File: src/rtl/trap_return_ctrl_if.sv
// trap_return_ctrl_if: IRQ/mret request side and fetch-redirect response side of trap_return_ctrl.
interface trap_return_ctrl_if #(
   parameter int XLEN = 32,
   parameter int NUM_IRQ = 4,
   parameter int STACK_DEPTH = 4
);
   logic [NUM_IRQ-1:0] irq;
   logic mask_we;
   logic [NUM_IRQ-1:0] mask_wdata;
   logic [XLEN-1:0] pc_e;
   logic mret;
   logic redirect;
   logic [XLEN-1:0] redirect_pc;
   logic [$clog2(NUM_IRQ)-1:0] irq_id;
   logic take;
   logic [$clog2(STACK_DEPTH+1)-1:0] depth;
   logic err;
   modport master (
      output irq, mask_we, mask_wdata, pc_e, mret,
      input redirect, redirect_pc, irq_id, take, depth, err
   );
   modport slave (
      input irq, mask_we, mask_wdata, pc_e, mret,
      output redirect, redirect_pc, irq_id, take, depth, err
   );
endinterface

File: src/rtl/trap_return_ctrl.sv
// trap_return_ctrl: fixed-priority IRQ controller with a nested return-address stack.
// Define VECTORED_IRQ_EN for per-source handler entries; otherwise every take goes to VEC_BASE.
module trap_return_ctrl #(
   parameter int XLEN = 32,
   parameter int NUM_IRQ = 4,
   parameter int STACK_DEPTH = 4,
   parameter logic [XLEN-1:0] VEC_BASE = 32'h000000F0,
   parameter int VEC_STRIDE = 4,
   parameter int RET_OFFSET = 8
) (
   input logic clk,
   input logic reset,
   trap_return_ctrl_if.slave bus
);
   localparam int IW = $clog2(NUM_IRQ);
   localparam int DW = $clog2(STACK_DEPTH + 1);
`ifdef VECTORED_IRQ_EN
   localparam bit VECTORED = 1'b1;
`else
   localparam bit VECTORED = 1'b0;
`endif
   localparam int STEP = VECTORED ? VEC_STRIDE : 0;
   logic [NUM_IRQ-1:0] irq_q, pending, mask, active;
   logic [DW-1:0] depth, top;
   logic [XLEN-1:0] stk_pc [2**DW];
   logic [IW-1:0] stk_id [2**DW];
   logic [IW-1:0] cand_id;
   logic cand, take, pop, err;
   logic [XLEN-1:0] handler;
   assign active = pending & mask;
   assign top = depth - DW'(1);
   always_comb begin
      cand = 1'b0;
      cand_id = '0;
      for (int i = NUM_IRQ - 1; i >= 0; i--)
         if (active[i]) begin
            cand = 1'b1;
            cand_id = IW'(i);
         end
   end
   // nesting only for strictly higher priority (lower id) than the active handler
   assign take = ~reset & cand & ~bus.mret & (depth < DW'(STACK_DEPTH))
               & ((depth == '0) | (cand_id < stk_id[top]));
   assign pop = ~reset & bus.mret & (depth != '0);
   assign handler = VEC_BASE + XLEN'(cand_id) * XLEN'(STEP);
   assign bus.take = take;
   assign bus.redirect = take | pop;
   assign bus.redirect_pc = pop ? stk_pc[top] : take ? handler : '0;
   assign bus.irq_id = take ? cand_id : '0;
   assign bus.depth = depth;
   assign bus.err = err;
   always_ff @(posedge clk)
      if (reset) begin
         irq_q <= '0;
         pending <= '0;
         mask <= '1;
         depth <= '0;
         err <= 1'b0;
      end else begin
         irq_q <= bus.irq;
         pending <= (pending & ~(take ? (NUM_IRQ'(1) << cand_id) : '0)) | (bus.irq & ~irq_q);
         if (bus.mask_we) mask <= bus.mask_wdata;
         if (bus.mret && depth == '0) err <= 1'b1;
         if (take) depth <= depth + DW'(1);
         else if (pop) depth <= depth - DW'(1);
      end
   always_ff @(posedge clk)
      if (take) begin
         stk_pc[depth] <= bus.pc_e + XLEN'(RET_OFFSET);
         stk_id[depth] <= cand_id;
      end
endmodule

File: src/flat_wrapper.sv
// flat-port wrapper written by rule: the top's interface ports become plain ports
module trap_return_ctrl_flat 
#(
   parameter int XLEN = 32,
   parameter int NUM_IRQ = 4,
   parameter int STACK_DEPTH = 4,
   parameter logic [XLEN-1:0] VEC_BASE = 32'h000000F0,
   parameter int VEC_STRIDE = 4,
   parameter int RET_OFFSET = 8
)
  (clk, reset, bus_irq, bus_mask_we, bus_mask_wdata, bus_pc_e, bus_mret, bus_redirect, bus_redirect_pc, bus_irq_id, bus_take, bus_depth, bus_err);
  trap_return_ctrl_if #(.XLEN(XLEN), .NUM_IRQ(NUM_IRQ), .STACK_DEPTH(STACK_DEPTH)) bus_i ();
  input logic clk;
  input logic reset;
  input wire logic [$bits(bus_i.irq)-1:0] bus_irq;
  input wire logic [$bits(bus_i.mask_we)-1:0] bus_mask_we;
  input wire logic [$bits(bus_i.mask_wdata)-1:0] bus_mask_wdata;
  input wire logic [$bits(bus_i.pc_e)-1:0] bus_pc_e;
  input wire logic [$bits(bus_i.mret)-1:0] bus_mret;
  output wire logic [$bits(bus_i.redirect)-1:0] bus_redirect;
  output wire logic [$bits(bus_i.redirect_pc)-1:0] bus_redirect_pc;
  output wire logic [$bits(bus_i.irq_id)-1:0] bus_irq_id;
  output wire logic [$bits(bus_i.take)-1:0] bus_take;
  output wire logic [$bits(bus_i.depth)-1:0] bus_depth;
  output wire logic [$bits(bus_i.err)-1:0] bus_err;
  assign bus_i.irq = bus_irq;
  assign bus_i.mask_we = bus_mask_we;
  assign bus_i.mask_wdata = bus_mask_wdata;
  assign bus_i.pc_e = bus_pc_e;
  assign bus_i.mret = bus_mret;
  assign bus_redirect = bus_i.redirect;
  assign bus_redirect_pc = bus_i.redirect_pc;
  assign bus_irq_id = bus_i.irq_id;
  assign bus_take = bus_i.take;
  assign bus_depth = bus_i.depth;
  assign bus_err = bus_i.err;
  trap_return_ctrl #(.XLEN(XLEN), .NUM_IRQ(NUM_IRQ), .STACK_DEPTH(STACK_DEPTH), .VEC_BASE(VEC_BASE), .VEC_STRIDE(VEC_STRIDE), .RET_OFFSET(RET_OFFSET)) u_core (.clk(clk), .reset(reset), .bus(bus_i));
endmodule
File: config.mk
export PLATFORM = sky130hd
export DESIGN_NAME = trap_return_ctrl_flat
export DESIGN_NICKNAME = d
export VERILOG_FILES = /design/src/rtl/trap_return_ctrl_if.sv /design/src/rtl/trap_return_ctrl.sv /design/src/flat_wrapper.sv
export SDC_FILE = /design/constraint.sdc
export NUM_CORES = 1
export LEC_CHECK = 0
export BUFFER_PORTS_ARGS = -buffer_cell sky130_fd_sc_hd__buf_2
export CAP_MARGIN = 20
export CORE_MARGIN = 2
export CORE_UTILIZATION = 45
export CTS_BUF_LIST = sky130_fd_sc_hd__clkbuf_8
export DETAILED_ROUTE_END_ITERATION = 6
export GPL_TIMING_DRIVEN = 1
export MAX_ROUTING_LAYER = met4
export SLEW_MARGIN = 20
export SYNTH_ARGS = -nofsm -noshare
export SYNTH_HDL_FRONTEND = slang
export SYNTH_SLANG_ARGS = --single-unit
File: constraint.sdc
create_clock -name clk -period 7.9 [get_ports clk]
set_clock_uncertainty 0.15 [all_clocks]
set_input_delay 1.58 -clock clk [delete_from_list [all_inputs] [get_ports clk]]
set_output_delay 1.58 -clock clk [all_outputs]
set_load 0.005 [all_outputs]
==> flow_summary.toml <==
[timing]
final.setup.tns_ns = 0
min_period_over_period_pct = 73.3
relSlewSlack_pct = 28.4
tightest_slew_ns = 1.07
grt_setup_unrepaired = "no"
setup_viol = 0
fin_crit_ns = 5.79
slew_viol_final = 0
fmax_mhz = 173
hold_slack_ns = 0.326
timing_hold_violations_final = 0
layout_setup_ws_ns = 2.11

[routing]
drc = 0
final_antenna_net_count = 0
avgViaCountPerCell = 4.97
drt_pass1_iterations = 5
wl_per_cell_um = 17.8
vias = 6184
drt-total-wl_um = 22200
drt-initial-drc-count = 434

[hold_path]
worst_hold_path_type = "reg -> reg"

[finish]
area_delta_synth_final_pct = 19.0
drive_gt1_share_pct = 25.2
nNetsFinal = 926
fill_cells = 2080

[placement]
pre_cts_ws_ns = 2.61
gp_congestion = 0.733
dp_hpwl_um = 13600
io_buffer_count = 83

[power]
p_sw_mw = 1.16
clkPwrFrac_pct = 28.2
combPwrFrac_pct = 24.6
fin_total_pwr_mw = 4.01
power.internal_mw = 2.85
powerDensity_nw_per_um2 = 292
netSwitchingFraction_pct = 29.0
vdd_drop_max_uv = 202
seqPwrFrac_pct = 47.2
p_leak_nw = 5.03

[worst_setup_path]
start_kind = "flip-flop"
cp.arrival_ns = 4.06
crit_type = "reg -> out"
crit_required_ns = 6.17
crit_path_end_kind = "output pin"
crit_fanout = 70

[clocking]
clk_latency_ns = 0.54
cts.sinks = 288
tritoncts = "done"
clk_pin_slew_ns = 0.06
h-tree-depth = 2
numCtsBuffers = 48
cts_hold_buf = 0
clock_tree.root_cell = "clkbuf_8"
post_cts_resized = 0
clockBufferDepth = 3
cts_setup_buffers = 0

[synthesis]
synth_area_um2 = 11500
synth_edf_count = 272
yosys_warnings = 0
syn_avg_cell_area_um2 = 18.5
yosysUniqueCellTypes = 40
ys_ff_latch = 288
synthCells = 625
ys_seq_area_share_pct = 73.6
async_flop_share_pct = 0
synth-main-ff-cell = "edfxtp_1"

[status]
status = "completed"

[floorplanning]
start_util_pct = 45.8
die-area_um2 = 26900
die_h_um = 164
coreArea_um2 = 25200
row_count = 58
ioPinCount = 84
die_width_um = 164

[grt]
grt_max_degree = 71
grt_pass1_wl_um = 34800
first_global_vias = 6526
antenna_found_initial = 1
grt_use_total_pct = 17.8
gr-usage-met1_pct = 22.7
use_met2_pct = 29.3
grt_use_met3_pct = 3.28
grt_overflow = 0
grt_busiest_layer = "met2"

[run]
max_cap_violations = 0
[synth_stat cells, types with 3 or more instances]
master	number	area [um^2]
mux2i_1	5	50.1
xor2_1	5	43.8
nand3_1	12	60.1
o21ai_0	8	40.0
and4_1	3	26.3
dfxtp_1	16	320
a211o_1	4	35.0
nor2b_1	11	68.8
edfxtp_1	272	8170
mux4_2	68	1530
xnor2_1	23	201
nand2b_1	6	37.5
clkbuf_1	19	71.3
buf_2	7	35.0
inv_1	8	30.0
and3_1	5	31.3
a21oi_1	35	175
nand2_1	68	255
nor3_1	7	35.0
nand4_1	7	43.8
nor2_1	9	33.8
ha_1	5	62.6
[registers in the layout, summed over array words and instances, names as in the netlist]
register and count:
u_core.stk_id 16, u_core.irq_q 4, u_core.pending 4, u_core.stk_pc 256, u_core.mask 4, u_core.bus.depth 3, u_core.bus.err 1
[per-stage QoR]
step,instance area (um^2),instances,utilization [%]
2_1_floorplan,12000,760,-
3_3_place_gp,12900,1157,51.2
3_5_place_dp,12900,1157,51.2
4_1_cts,13700,1244,54.5
5_1_grt,13700,1245,54.5
6_report,13700,1245,54.5
[layout by cell type (no fill, tap or decap), drive strengths merged, types with 2 or more instances in the layout]
| master | netlist | layout |
|---|---|---|
| edfxtp | 272 | 272 |
| conb | 1 | 136 |
| buf | 10 | 96 |
| nand2 | 68 | 68 |
| mux4 | 68 | 68 |
| clkbuf | 19 | 49 |
| a21oi | 35 | 35 |
| inv | 8 | 25 |
| xnor2 | 23 | 23 |
| clkinv | 0 | 20 |
| dfxtp | 16 | 16 |
| nand3 | 12 | 12 |
| nor2b | 11 | 11 |
| nor2 | 9 | 9 |
| o21ai | 8 | 8 |
| nand4 | 7 | 7 |
| nor3 | 7 | 7 |
| nand2b | 6 | 6 |
| xor2 | 6 | 6 |
| mux2i | 5 | 5 |
| and3 | 5 | 5 |
| ha | 5 | 5 |
| a211o | 4 | 4 |
| and4 | 3 | 3 |
| and2 | 3 | 3 |
| a22o | 2 | 2 |
| a311oi | 2 | 2 |
[power by group through the flow]
stage,clock [mW],sequential [mW],combinational [mW]
after floorplan,0,1.88,0.730
after global placement,0,1.92,1.01
after detailed placement,0,1.93,1.01
after CTS,1.17,1.90,1.01
after global routing,1.23,1.91,1.09
final,1.13,1.89,0.986
[cell type report]
cell class	count	area [um^2]	share of cell area (%)
clock inverters	38	154	1.12
diodes	1	2.50	0.0182
clock buffers	49	674	4.91
repair buffers	96	513	3.74
inverters	8	30.0	0.219
well taps	330	413	3.01
multi-input cells	435	3450	25.1
flip-flops and latches	288	8490	61.9
[metal layers]
layer  vias to the layer above  share of wire [%]
met4                         0                2.3
met2                       146                 50
li1                       2863                  -
met5                         -                  0
met1                      3130                 43
met3                        45                4.8
[worst paths after layout]
path,start,cells after the start,slack [ns],to
worst max-delay path,u_core.bus.depth[0],9,2.11,bus_redirect_pc[7]
worst min-delay path,u_core.bus.err,2,0.33,u_core.bus.err
worst max register to register,u_core.bus.depth[0],9,3.66,u_core.stk_pc[1][22]
worst min register to register,u_core.bus.err,2,0.33,u_core.bus.err
[critical path: stages, from the launching register on]
cell and delay [ns]:
dfxtp_4 0.68, inv_1 0.25, ha_4 0.35, buf_4 0.81
mux4_2 0.38, mux2i_1 0.07, a2111o_1 0.43, and2_4 0.23
a21oi_1 0.16, buf_2 0.13
[cell families after synthesis]
group           count (synthesis)  synth area share [%]
mux                            73                  13.7
other cells                     1                0.0325
fa+ha+maj                       5                 0.542
flops                         288                  73.6
xor+xnor                       29                  2.27
simple gates                  134                  5.51
compound gates                 58                  3.02
buf+inv                        37                  1.34
(Power assumes the default switching activity.)
